===== src/rtl/fetch_dec_queue_if.sv =====
// Fetch/decode handshake bundle for the instruction queue.
// The master modport is the fetch+decode side; the slave modport is the queue.
`timescale 1ns/1ps
interface fetch_dec_queue_if #(
    parameter int ADDR  = 32,
    parameter int INST  = 32,
    parameter int DEPTH = 4
);
    localparam int CNT = $clog2(DEPTH + 1);

    logic            flush;
    logic            in_e_;
    logic [ADDR-1:0] in_pc;
    logic [INST-1:0] in_inst;
    logic            in_pred_taken_;
    logic            fetch_stall;
    logic            inst_e_;
    logic [ADDR-1:0] inst_pc;
    logic [INST-1:0] inst;
    logic            inst_pred_taken_;
    logic            dec_stall;
    logic [CNT-1:0]  count;
    logic            overflow;

    modport master (
        output flush, in_e_, in_pc, in_inst, in_pred_taken_, dec_stall,
        input  fetch_stall, inst_e_, inst_pc, inst, inst_pred_taken_, count, overflow
    );

    modport slave (
        input  flush, in_e_, in_pc, in_inst, in_pred_taken_, dec_stall,
        output fetch_stall, inst_e_, inst_pc, inst, inst_pred_taken_, count, overflow
    );
endinterface


===== src/rtl/fetch_dec_queue.sv =====
// DEPTH-entry first-word-fall-through instruction queue between fetch and decode,
// with early fetch stall, single-cycle flush and a sticky overflow flag.
`timescale 1ns/1ps
module fetch_dec_queue #(
    parameter int ADDR         = 32,
    parameter int INST         = 32,
    parameter int DEPTH        = 4,
    parameter int STALL_MARGIN = 1
) (
    input logic           clk,
    input logic           reset,
    fetch_dec_queue_if.slave q
);
    localparam int CNT = $clog2(DEPTH + 1);
    localparam int PW  = $clog2(DEPTH);

    typedef struct packed {
        logic [ADDR-1:0] pc;
        logic [INST-1:0] inst;
        logic            pred_taken_;
    } entry_t;

    entry_t         mem [DEPTH];
    logic [PW-1:0]  wr_ptr_reg, rd_ptr_reg;
    logic [PW-1:0]  wr_ptr_next, rd_ptr_next;
    logic [CNT-1:0] count_reg, count_next;
    logic           overflow_reg;

    logic   empty, full, pop, push_req, push, drop;
    entry_t head;

    assign empty    = (count_reg == '0);
    assign full     = (count_reg == CNT'(DEPTH));
    assign pop      = !empty && !q.dec_stall && !q.flush;
    assign push_req = !q.in_e_ && !q.flush;
    // A full queue can still take a push when the head leaves in the same cycle.
    assign push     = push_req && (!full || pop);
    assign drop     = push_req && full && !pop;

    always_comb begin
        wr_ptr_next = wr_ptr_reg;
        rd_ptr_next = rd_ptr_reg;
        count_next  = count_reg;
        if (q.flush) begin
            wr_ptr_next = '0;
            rd_ptr_next = '0;
            count_next  = '0;
        end else begin
            if (push)
                wr_ptr_next = (wr_ptr_reg == PW'(DEPTH - 1)) ? '0 : wr_ptr_reg + PW'(1);
            if (pop)
                rd_ptr_next = (rd_ptr_reg == PW'(DEPTH - 1)) ? '0 : rd_ptr_reg + PW'(1);
            if (push && !pop)
                count_next = count_reg + CNT'(1);
            else if (pop && !push)
                count_next = count_reg - CNT'(1);
        end
    end

    always_ff @(posedge clk or posedge reset) begin
        if (reset) begin
            wr_ptr_reg   <= '0;
            rd_ptr_reg   <= '0;
            count_reg    <= '0;
            overflow_reg <= 1'b0;
        end else begin
            wr_ptr_reg <= wr_ptr_next;
            rd_ptr_reg <= rd_ptr_next;
            count_reg  <= count_next;
            if (drop)
                overflow_reg <= 1'b1;
        end
    end

    // Entry storage carries no reset; stale slots are never exposed because outputs are gated by empty.
    always_ff @(posedge clk) begin
        if (push)
            mem[wr_ptr_reg] <= '{pc: q.in_pc, inst: q.in_inst, pred_taken_: q.in_pred_taken_};
    end

    assign head               = mem[rd_ptr_reg];
    assign q.inst_e_          = empty;
    assign q.inst_pc          = empty ? '0 : head.pc;
    assign q.inst             = empty ? '0 : head.inst;
    assign q.inst_pred_taken_ = empty ? 1'b1 : head.pred_taken_;
    assign q.fetch_stall      = (count_reg >= CNT'(DEPTH - STALL_MARGIN));
    assign q.count            = count_reg;
    assign q.overflow         = overflow_reg;

    a_count_bound: assert property (@(posedge clk) disable iff (reset)
        count_reg <= CNT'(DEPTH));
    a_no_pop_empty: assert property (@(posedge clk) disable iff (reset)
        !(pop && empty));
    a_stall_margin: assert property (@(posedge clk) disable iff (reset)
        !q.fetch_stall |-> (count_reg < CNT'(DEPTH - STALL_MARGIN)));
endmodule


===== src/flat_wrapper.sv =====
// flat-port wrapper written by rule: the top's interface ports become plain ports
module fetch_dec_queue_flat 
#(
    parameter int ADDR         = 32,
    parameter int INST         = 32,
    parameter int DEPTH        = 4,
    parameter int STALL_MARGIN = 1
)
  (clk, reset, q_flush, q_in_e_, q_in_pc, q_in_inst, q_in_pred_taken_, q_dec_stall, q_fetch_stall, q_inst_e_, q_inst_pc, q_inst, q_inst_pred_taken_, q_count, q_overflow);
  fetch_dec_queue_if #(.ADDR(ADDR), .INST(INST), .DEPTH(DEPTH)) q_i ();
  input logic clk;
  input logic reset;
  input wire logic [$bits(q_i.flush)-1:0] q_flush;
  input wire logic [$bits(q_i.in_e_)-1:0] q_in_e_;
  input wire logic [$bits(q_i.in_pc)-1:0] q_in_pc;
  input wire logic [$bits(q_i.in_inst)-1:0] q_in_inst;
  input wire logic [$bits(q_i.in_pred_taken_)-1:0] q_in_pred_taken_;
  input wire logic [$bits(q_i.dec_stall)-1:0] q_dec_stall;
  output wire logic [$bits(q_i.fetch_stall)-1:0] q_fetch_stall;
  output wire logic [$bits(q_i.inst_e_)-1:0] q_inst_e_;
  output wire logic [$bits(q_i.inst_pc)-1:0] q_inst_pc;
  output wire logic [$bits(q_i.inst)-1:0] q_inst;
  output wire logic [$bits(q_i.inst_pred_taken_)-1:0] q_inst_pred_taken_;
  output wire logic [$bits(q_i.count)-1:0] q_count;
  output wire logic [$bits(q_i.overflow)-1:0] q_overflow;
  assign q_i.flush = q_flush;
  assign q_i.in_e_ = q_in_e_;
  assign q_i.in_pc = q_in_pc;
  assign q_i.in_inst = q_in_inst;
  assign q_i.in_pred_taken_ = q_in_pred_taken_;
  assign q_i.dec_stall = q_dec_stall;
  assign q_fetch_stall = q_i.fetch_stall;
  assign q_inst_e_ = q_i.inst_e_;
  assign q_inst_pc = q_i.inst_pc;
  assign q_inst = q_i.inst;
  assign q_inst_pred_taken_ = q_i.inst_pred_taken_;
  assign q_count = q_i.count;
  assign q_overflow = q_i.overflow;
  fetch_dec_queue #(.ADDR(ADDR), .INST(INST), .DEPTH(DEPTH), .STALL_MARGIN(STALL_MARGIN)) u_core (.clk(clk), .reset(reset), .q(q_i));
endmodule

===== config.mk =====
export PLATFORM = sky130hd
export DESIGN_NAME = fetch_dec_queue_flat
export DESIGN_NICKNAME = d
export VERILOG_FILES = /design/src/rtl/fetch_dec_queue_if.sv /design/src/rtl/fetch_dec_queue.sv /design/src/flat_wrapper.sv
export SDC_FILE = /design/constraint.sdc
export NUM_CORES = 1
export LEC_CHECK = 0
export ABC_AREA = 1
export CAP_MARGIN = 20
export CORE_MARGIN = 2
export CORE_UTILIZATION = 57
export CTS_BUF_LIST = sky130_fd_sc_hd__clkbuf_4
export DETAILED_ROUTE_END_ITERATION = 10
export PLACE_DENSITY = 0.94
export SLEW_MARGIN = 20
export SYNTH_ARGS = -nofsm -noshare
export SYNTH_HDL_FRONTEND = slang
export SYNTH_SLANG_ARGS = --single-unit
export TNS_END_PERCENT = 5

===== constraint.sdc =====
create_clock -name clk -period 5.6 [get_ports clk]
set_input_delay 0.84 -clock clk [delete_from_list [all_inputs] [get_ports clk]]
set_output_delay 0.84 -clock clk [all_outputs]
set_load 0.01 [all_outputs]

# == Word-level counts from Yosys, hierarchy flattened ==
# Memories as Yosys holds them, arrays and structs flattened.
# Index checks and enable logic that the tools add are counted.
# totals
register_bits,8
mem_bits_rw,260
in_bits,70
out_inout_bits,71
memories,1
# mem_list
name,words,word_bits,rd,rd_ports_with_merged_regs,write_ports,line_no,rtl
u_core.mem,4,65,1,0,1,fetch_dec_queue.sv:23,entry_t mem [DEPTH];
# classes
add_sub_neg,4
magnitude_cmp,1
eq_ne,3
n_mux,14
reduce_logical,20
# op_table
operator,count
32-bit two-way mux,2
2-bit two-way mux,6
3-bit two-way mux,3
1-bit logical AND,8
1-bit zero test,7
"2-bit by 1-bit adder with 2-bit output, second input constant",2
"2-bit == test, second input constant",2
2-bit nonzero test,2
"3-bit by 1-bit adder with 3-bit output, second input constant",1
"3-bit == test, second input constant",1
"3-bit by 2-bit >= comparator with 1-bit output, second input constant",1
3-bit zero test,1
1-bit two-way mux,3
3-bit nonzero test,1
"3-bit by 1-bit subtractor with 3-bit output, second input constant",1
1-bit logical OR,1

# == Depth between registers and ports, before layout ==
# Gate-level depths: netlist (run 1).
# logic_depth
depth_word,11
depth_mapped,12
depth_no_buf,12

# == Worst setup path after synthesis (run 1) ==
# Ideal clock, no wire load.
# synth_path
path_kind,in2reg
from,input port q_flush
to,"memory u_core.mem[0][0] in the netlist's numbering, enable pin"
setup_time_ns,0.488
t_arrival_ns,3.965
t_required_ns,5.112
path_slack_ns,1.147
path_stages,5
cell_sequence,inv_2 > nand3_4 > nand3_2 > nand2_4 > nor2_1
# synth_between
elab_chain_cells,6
# synth_rtl
element,line_no,rtl
"start, declared",flat_wrapper.sv:13,input wire logic [$bits(q_i.flush)-1:0] q_flush;
1-bit zero test *,"fetch_dec_queue.sv:34, fetch_dec_queue.sv:35",
1-bit logical AND,fetch_dec_queue.sv:34,assign pop = !empty && !q.dec_stall && !q.flush;
1-bit logical OR,fetch_dec_queue.sv:37,assign push = push_req && (!full || pop);
1-bit logical AND *,fetch_dec_queue.sv:37,
1-bit two-way mux *,fetch_dec_queue.sv:77,if (push)
1-bit two-way mux (implied by the code) *,fetch_dec_queue.sv:78,"mem[wr_ptr_reg] <= '{pc: q.in_pc, inst: q.in_inst, pred_taken_: q.in_pred_taken_};"
"end, declared",fetch_dec_queue.sv:23,
# Every way passes the cells marked *; elsewhere a longest branch is shown, timed or not.

# == Worst setup path in the final report (run 1) ==
# layout_path
from,register u_core.rd_ptr_reg[0]
to,output port q_inst_pc[9]
# layout_between
elab_chain_cells,2
# layout_rtl
element,line_no,rtl
"start, declared",fetch_dec_queue.sv:24,"logic [PW-1:0] wr_ptr_reg, rd_ptr_reg;"
"start signal, assigned",fetch_dec_queue.sv:68,rd_ptr_reg <= rd_ptr_next;
memory read 4 x 65 bit,-,
32-bit two-way mux,fetch_dec_queue.sv:83,assign q.inst_pc = empty ? '0 : head.pc;
"end, declared",flat_wrapper.sv:21,output wire logic [$bits(q_i.inst_pc)-1:0] q_inst_pc;
# Every way passes these cells.

==> impl_metrics.csv, run 1 <==
group,metric,value,unit
drt,wl_per_cell,18.2,µm
placed_design,gp_congestion,0.825,
critical_path,cp-start-kind,"flip-flop",
logic_synthesis,syn_inst,839,
timing,setup_ws,1.17,ns
pwr,ir_drop,0.297,mV
logic_synthesis,postSynthAreaPerCell,12.8,µm²
timing,timing.fmax,0.226,GHz
pwr,cellPowerDensity,488,nW/µm²
die,start_util,57.9,%
pwr,leakage,4.53,nW
hold_path,min_path_type,"primary input to async pin",
timing,skew,0.0333,ns
pwr,power_switching,2.11,mW
placed_design,post-dp-hpwl,12.9,mm
critical_path,worstPathMaxFanout,67,
timing,finalCriticalPeriod,4.43,ns
drt,drt_pre_antenna_iters,5,
cts,tritoncts,"built",
cts,cts_buffers,66,
placed_design,port_buffers,140,
logic_synthesis,ys_types,32,
drt,vias,7120,
critical_path,critPathSlowestCell,"buf_4",
final_layout,area_delta_synth_final,21.9,%
critical_path,cp_top_family,"buffers and inverters",
outcome,status,"completed",
pwr,p_sw_share,33.0,%
placed_design,place_ws,1.89,ns
cts,clk_path_buf_depth,3,
die,num_io_pins,141,
die,die_y,141,µm
grt,grt_usage,23.6,%
pwr,p_int,4.29,mW
timing,slew_violations,0,
timing,hold_viol,0,
grt,overflow,0,
drt,antenna_left,0,
drt,vias_per_cell,5.55,
cts,clkTransAtPathRegs,0.07,ns
drt,drc,0,
pwr,power.share.combinational,36.5,%
cts,htreeDepth,3,
cts,ctsHoldBuffers,0,
drt,drtIter0Drc,533,
critical_path,end_kind,"primary output",
critical_path,slowest_delay,0.64,ns
logic_synthesis,ys_ff_latch,268,
timing,slew_headroom,34.3,%
cts,clock_latency,0.65,ns
die,num_rows,50,
logic_synthesis,ys.warnings.count,0,
critical_path,crit_buf_inv,4,
logic_synthesis,ys_seq_area_share,74.5,%
critical_path,crit_type,"flip-flop to primary output",
logic_synthesis,syn_nets,915,
final_layout,fill_cells,1205,
drt,routed_wl,23.4,mm
final_layout,most-common-layout-cells,"nor2_1 (260), edfxtp_1 (260), clkdlybuf4s50_1 (140)",
final_layout,drive_gt1_share,13.6,%
grt,grt_pass1_vias,7277,
die,dieArea,20000,µm²
cts,postCtsSetupRepairBufs,0,
grt,antenna_found_initial,1,
pwr,power_frac_clock,25.8,%
timing,tightest_slew,0.984,ns
timing,rsz0062_at_grt,"no",
job,cap_violations,0,
grt,grt_pass1_wl,36.2,mm
grt,grt_max_degree,116,
die,core_region_area,18600,µm²
critical_path,crit_top_cell,"buf_4",
cts,postCtsResizedCells,0,
critical_path,worstPathCellList,"clkinv_2 > buf_4 > buf_4 > o21ai_0 > a21oi_1 > clkdlybuf4s50_1",
pwr,p_seq_share,37.6,%
logic_synthesis,syn_area,10800,µm²
cts,cts-root-buf,"clkbuf_4",
final_layout,nets,1085,
timing,finalSetupTns,0,ns
final_layout,largest_register_ffs,260,
timing,finalSetupViolCount,0,
die,die_w,141,µm
critical_path,worstPathRequired,4.76,ns
critical_path,cp.arrival,3.59,ns
timing,period_share,79.1,%
cts,numClockSinks,268,
## power groups by stage
stage	Combinational [mW]	Sequential (mW)	Clock (mW)
CTS	2.34	2.41	1.69
floorplan	1.36	2.44	0
global placement	2.25	2.44	0
global route	2.53	2.42	1.80
detailed placement	2.32	2.45	0
finish	2.34	2.41	1.65
## synthesized netlist by cell type
cell type    n  area, µm²
buf_4        1       7.51
nor3_1       1       5.00
a21oi_2      7       61.3
nand3_2      2       20.0
inv_1       13       48.8
dfrtp_1      8        200
buf_2       16       80.1
a21oi_1     58        290
ha_1         5       62.6
nor2_2       1       6.26
o21ai_0     73        365
clkbuf_1     5       18.8
xnor2_1      1       8.76
clkbuf_2     8       40.0
buf_6       18        203
nor2_4       1       11.3
o31ai_1      1       7.51
o21ai_2      2       17.5
inv_2        6       22.5
nand4_1      1       6.26
edfxtp_1   260       7810
o21bai_1     1       7.51
fa_1         1       20.0
nor2_1     264        991
o311ai_1     1       8.76
nand2_4      2       22.5
nand3_1      4       20.0
nand2_2      6       37.5
o21ai_1     59        295
nand2_1     10       37.5
buf_1        2       7.51
nand3_4      1       17.5
## kinds of logic after synthesis
kind of cell / synth area share [%]
flops: 74.5
compound gates: 9.80
fa+ha+maj: 0.768
simple gates: 10.9
xor+xnor: 0.0814
buf+inv: 3.98
## final cells by class
| class | instances | area, µm² | share of cell area [%] |
|---|---|---|---|
| well taps | 234 | 293 | 2.23 |
| clock inverters | 16 | 165 | 1.26 |
| inverters | 19 | 72.6 | 0.553 |
| repair buffers | 152 | 1530 | 11.6 |
| diodes | 1 | 2.50 | 0.0191 |
| clock buffers | 92 | 691 | 5.27 |
| flip-flops and latches | 268 | 8010 | 61.1 |
| multi-input cells | 502 | 2350 | 17.9 |
## worst paths after layout
kind                       slack (ns)                 start  cells past startpoint                   end
max in group asynchronous        4.84                 reset                      2  u_core.rd_ptr_reg[0]
setup reg to reg                 3.30     u_core.q.count[2]                      7     u_core.mem[0][64]
hold reg to reg                  0.48     u_core.q.overflow                      1     u_core.q.overflow
min in group clk                 0.48     u_core.q.overflow                      1     u_core.q.overflow
hold / removal                   0.46                 reset                      2     u_core.q.count[0]
setup / recovery                 1.17  u_core.rd_ptr_reg[0]                      6          q_inst_pc[9]
## metrics by stage
step	area, µm²	total power [mW]	utilization, %	cells	hold WS [ns]
global route	13100	6.76	70.6	1284	0.468
global placement	12200	4.69	65.8	1174	0.475
finish	13100	6.40	70.6	1284	0.458
floorplan	10800	3.80	-	839	0.513
CTS	13100	6.45	70.4	1282	0.421
detailed placement	12200	4.77	65.8	1174	0.470
## worst register-to-register path, cell delays in order (launching register included)
cell and delay, ns:
dfrtp_1 0.48, inv_2 0.09, nand2_4 0.11, nand3_4 0.10
nand3_2 0.12, nand2_4 0.12, nor2_4 0.10, buf_4 0.74
## layer usage
layer  track usage (%)  up-vias  routed length, µm
li1                  -     3341                  -
met1              28.6     3379               9030
met2              39.9      349              11900
met3              5.74       51               1830
met4              11.9        0                569
met5                 0        -                  0
Note: power is estimated with default switching activity, not from simulation.
==> run 2, diff against run 1 <==
CORE_UTILIZATION = 52   (was 57)
PLACE_DENSITY = 0.91   (was 0.94)
clock period = 3.7 ns   (was 5.6 ns; I/O delays follow)
==> run 2 against run 1 <==
  * Worst hold slack got worse by 0.29 ns
  * Setup slack got worse by 0.79 ns
  * Count of clock-buffer cells in the layout rose by 7
  * Cell count rose by 3.0%
  * Flip-flop and latch count did not move
  * Clock power rose by 44%
  * Combinational power rose by 56%
  * Critical path type unchanged
==> impl_metrics.csv, run 2 (synthesized netlist as in run 1, its figures left out) <==
group,metric,value,unit
outcome,status,"completed",
pwr,power.share.combinational,37.9,%
critical_path,crit_buf_inv,3,
critical_path,worstPathRequired,3.14,ns
pwr,total_power,9.67,mW
pwr,leakage,4.56,nW
pwr,cellPowerDensity,732,nW/µm²
drt,drtIter0Drc,471,
timing,rsz0062_at_grt,"no",
grt,antenna_found_initial,0,
die,dieArea,21800,µm²
drt,drc,0,
grt,grt_usage,21.7,%
final_layout,area_delta_synth_final,22.9,%
grt,grt_max_degree,134,
critical_path,end_kind,"primary output",
drt,drt_pre_antenna_iters,5,
critical_path,slowest_delay,0.58,ns
cts,htreeDepth,3,
pwr,p_seq_share,37.5,%
critical_path,r2r_start,"u_core.q.count[2]",
timing,finalSetupViolCount,0,
hold_path,min_path_type,"primary input to async pin",
drt,vias_per_cell,5.36,
pwr,p_sw_share,33.4,%
placed_design,gp_congestion,0.789,
cts,ctsHoldBuffers,0,
drt,routed_wl,23.5,mm
critical_path,critPathSlowestCell,"clkdlybuf4s50_1",
final_layout,largest_register_ffs,260,
cts,postCtsResizedCells,0,
pwr,p_int,6.44,mW
critical_path,worstPathCellList,"inv_4 > buf_12 > o21ai_0 > a21oi_1 > clkdlybuf4s50_1",
critical_path,r2r_slack,1.55,ns
final_layout,layout.cells.non_filler,1322,
cts,clk_path_buf_depth,3,
critical_path,cp-start-kind,"flip-flop",
final_layout,drive_gt1_share,14.3,%
cts,tritoncts,"built",
cts,cts-root-buf,"clkbuf_4",
cts,postCtsSetupRepairBufs,0,
die,core_region_area,20200,µm²
placed_design,port_buffers,140,
grt,overflow,0,
cts,cts_buffers,69,
critical_path,cp_top_family,"buffers and inverters",
critical_path,r2r_cells,7,
timing,timing.fmax,0.302,GHz
timing,finalCriticalPeriod,3.31,ns
final_layout,nets,1088,
timing,slew_headroom,50.8,%
critical_path,cp.arrival,2.76,ns
die,num_io_pins,141,
timing,slew_violations,0,
pwr,power_switching,3.23,mW
cts,numClockSinks,268,
drt,wl_per_cell,17.8,µm
drt,vias,7089,
critical_path,worstPathMaxFanout,58,
placed_design,post-dp-hpwl,12.8,mm
placed_design,dp.cells,1211,
die,num_rows,52,
final_layout,antennaDiodeCount,0,
pwr,ir_drop,0.497,mV
drt,antenna_left,0,
job,cap_violations,0,
critical_path,r2r_end,"u_core.mem[3][6]",
timing,tightest_slew,0.737,ns
timing,period_share,89.6,%
grt,grt_pass1_wl,36.9,mm
cts,clkTransAtPathRegs,0.06,ns
timing,skew,0.0435,ns
die,die_y,148,µm
cts,clock_latency,0.65,ns
final_layout,most-common-layout-cells,"nor2_1 (260), edfxtp_1 (260), clkdlybuf4s50_1 (140)",
die,die_w,148,µm
die,start_util,53.2,%
critical_path,crit_type,"flip-flop to primary output",
pwr,power_frac_clock,24.6,%
timing,hold_viol,0,
grt,grt_pass1_vias,7425,
## run 2: cell types whose count changed in the layout (fill, tap and decap cells not counted), sizes merged
cell,delta
clkbuf,+7
clkinv,-4
bufinv,-3
inv,+3
diode,-1
## run 2: through the flow
stage / setup TNS, ns / util, % / area, µm² / hold WS (ns) / setup WS [ns]
2_1_floorplan: -121.76 / - / 10800 / 0.371 / -0.468
3_5_place_dp: 0 / 61.3 / 12400 / 0.489 / 0.963
4_1_cts: 0 / 65.3 / 13200 / 0.121 / 0.283
6_report: 0 / 65.3 / 13200 / 0.169 / 0.386
3_3_place_gp: 0 / 61.3 / 12400 / 0.503 / 0.984
5_1_grt: 0 / 65.3 / 13200 / 0.162 / 0.200
## run 2: worst register-to-register path, stage by stage (launching register included)
cell     delay, ns
dfrtp_1       0.47
inv_2         0.09
nand2_4       0.11
nand3_4       0.10
nand3_2       0.12
nand2_4       0.12
nor2_4        0.47
buf_12        0.33
## run 2: cell type report
type                       instances  area, µm²
inverter                          19       73.8
clock inverter                    12       72.6
timing repair buffer             152       1630
clock buffer                      99        743
sequential                       268       8010
fill                            1433       7020
tap                              270        338
multi-input combinational        502       2350
## run 2: how the worst max path moves through the flow
stage / start / to / depth (start not counted)
floorplan: q_flush / u_core.mem[0][0] / 5
global placement: q_flush / u_core.mem[3][44] / 7
detailed placement: q_flush / u_core.mem[3][54] / 7
CTS: u_core.q.count[0] / q_inst_pc[19] / 6
global route: u_core.rd_ptr_reg[0] / q_inst_pc[10] / 6
finish: u_core.rd_ptr_reg[0] / q_inst_pc[0] / 5
## run 2: power groups by stage
| stage | Sequential, mW | Clock, mW | Combinational, mW |
|---|---|---|---|
| final | 3.63 | 2.38 | 3.66 |
| after CTS | 3.62 | 2.45 | 3.70 |
| after floorplan | 3.69 | 0 | 2.06 |
| after global placement | 3.68 | 0 | 3.59 |
| after global routing | 3.64 | 2.62 | 3.99 |
| after detailed placement | 3.69 | 0 | 3.67 |
## run 2: metal layers
metal | wire length (µm) | global-route usage (%)
met4 | 449 | 9.33
met1 | 9110 | 25.7
met2 | 12200 | 37.8
met5 | 0 | 0
met3 | 1810 | 5.74
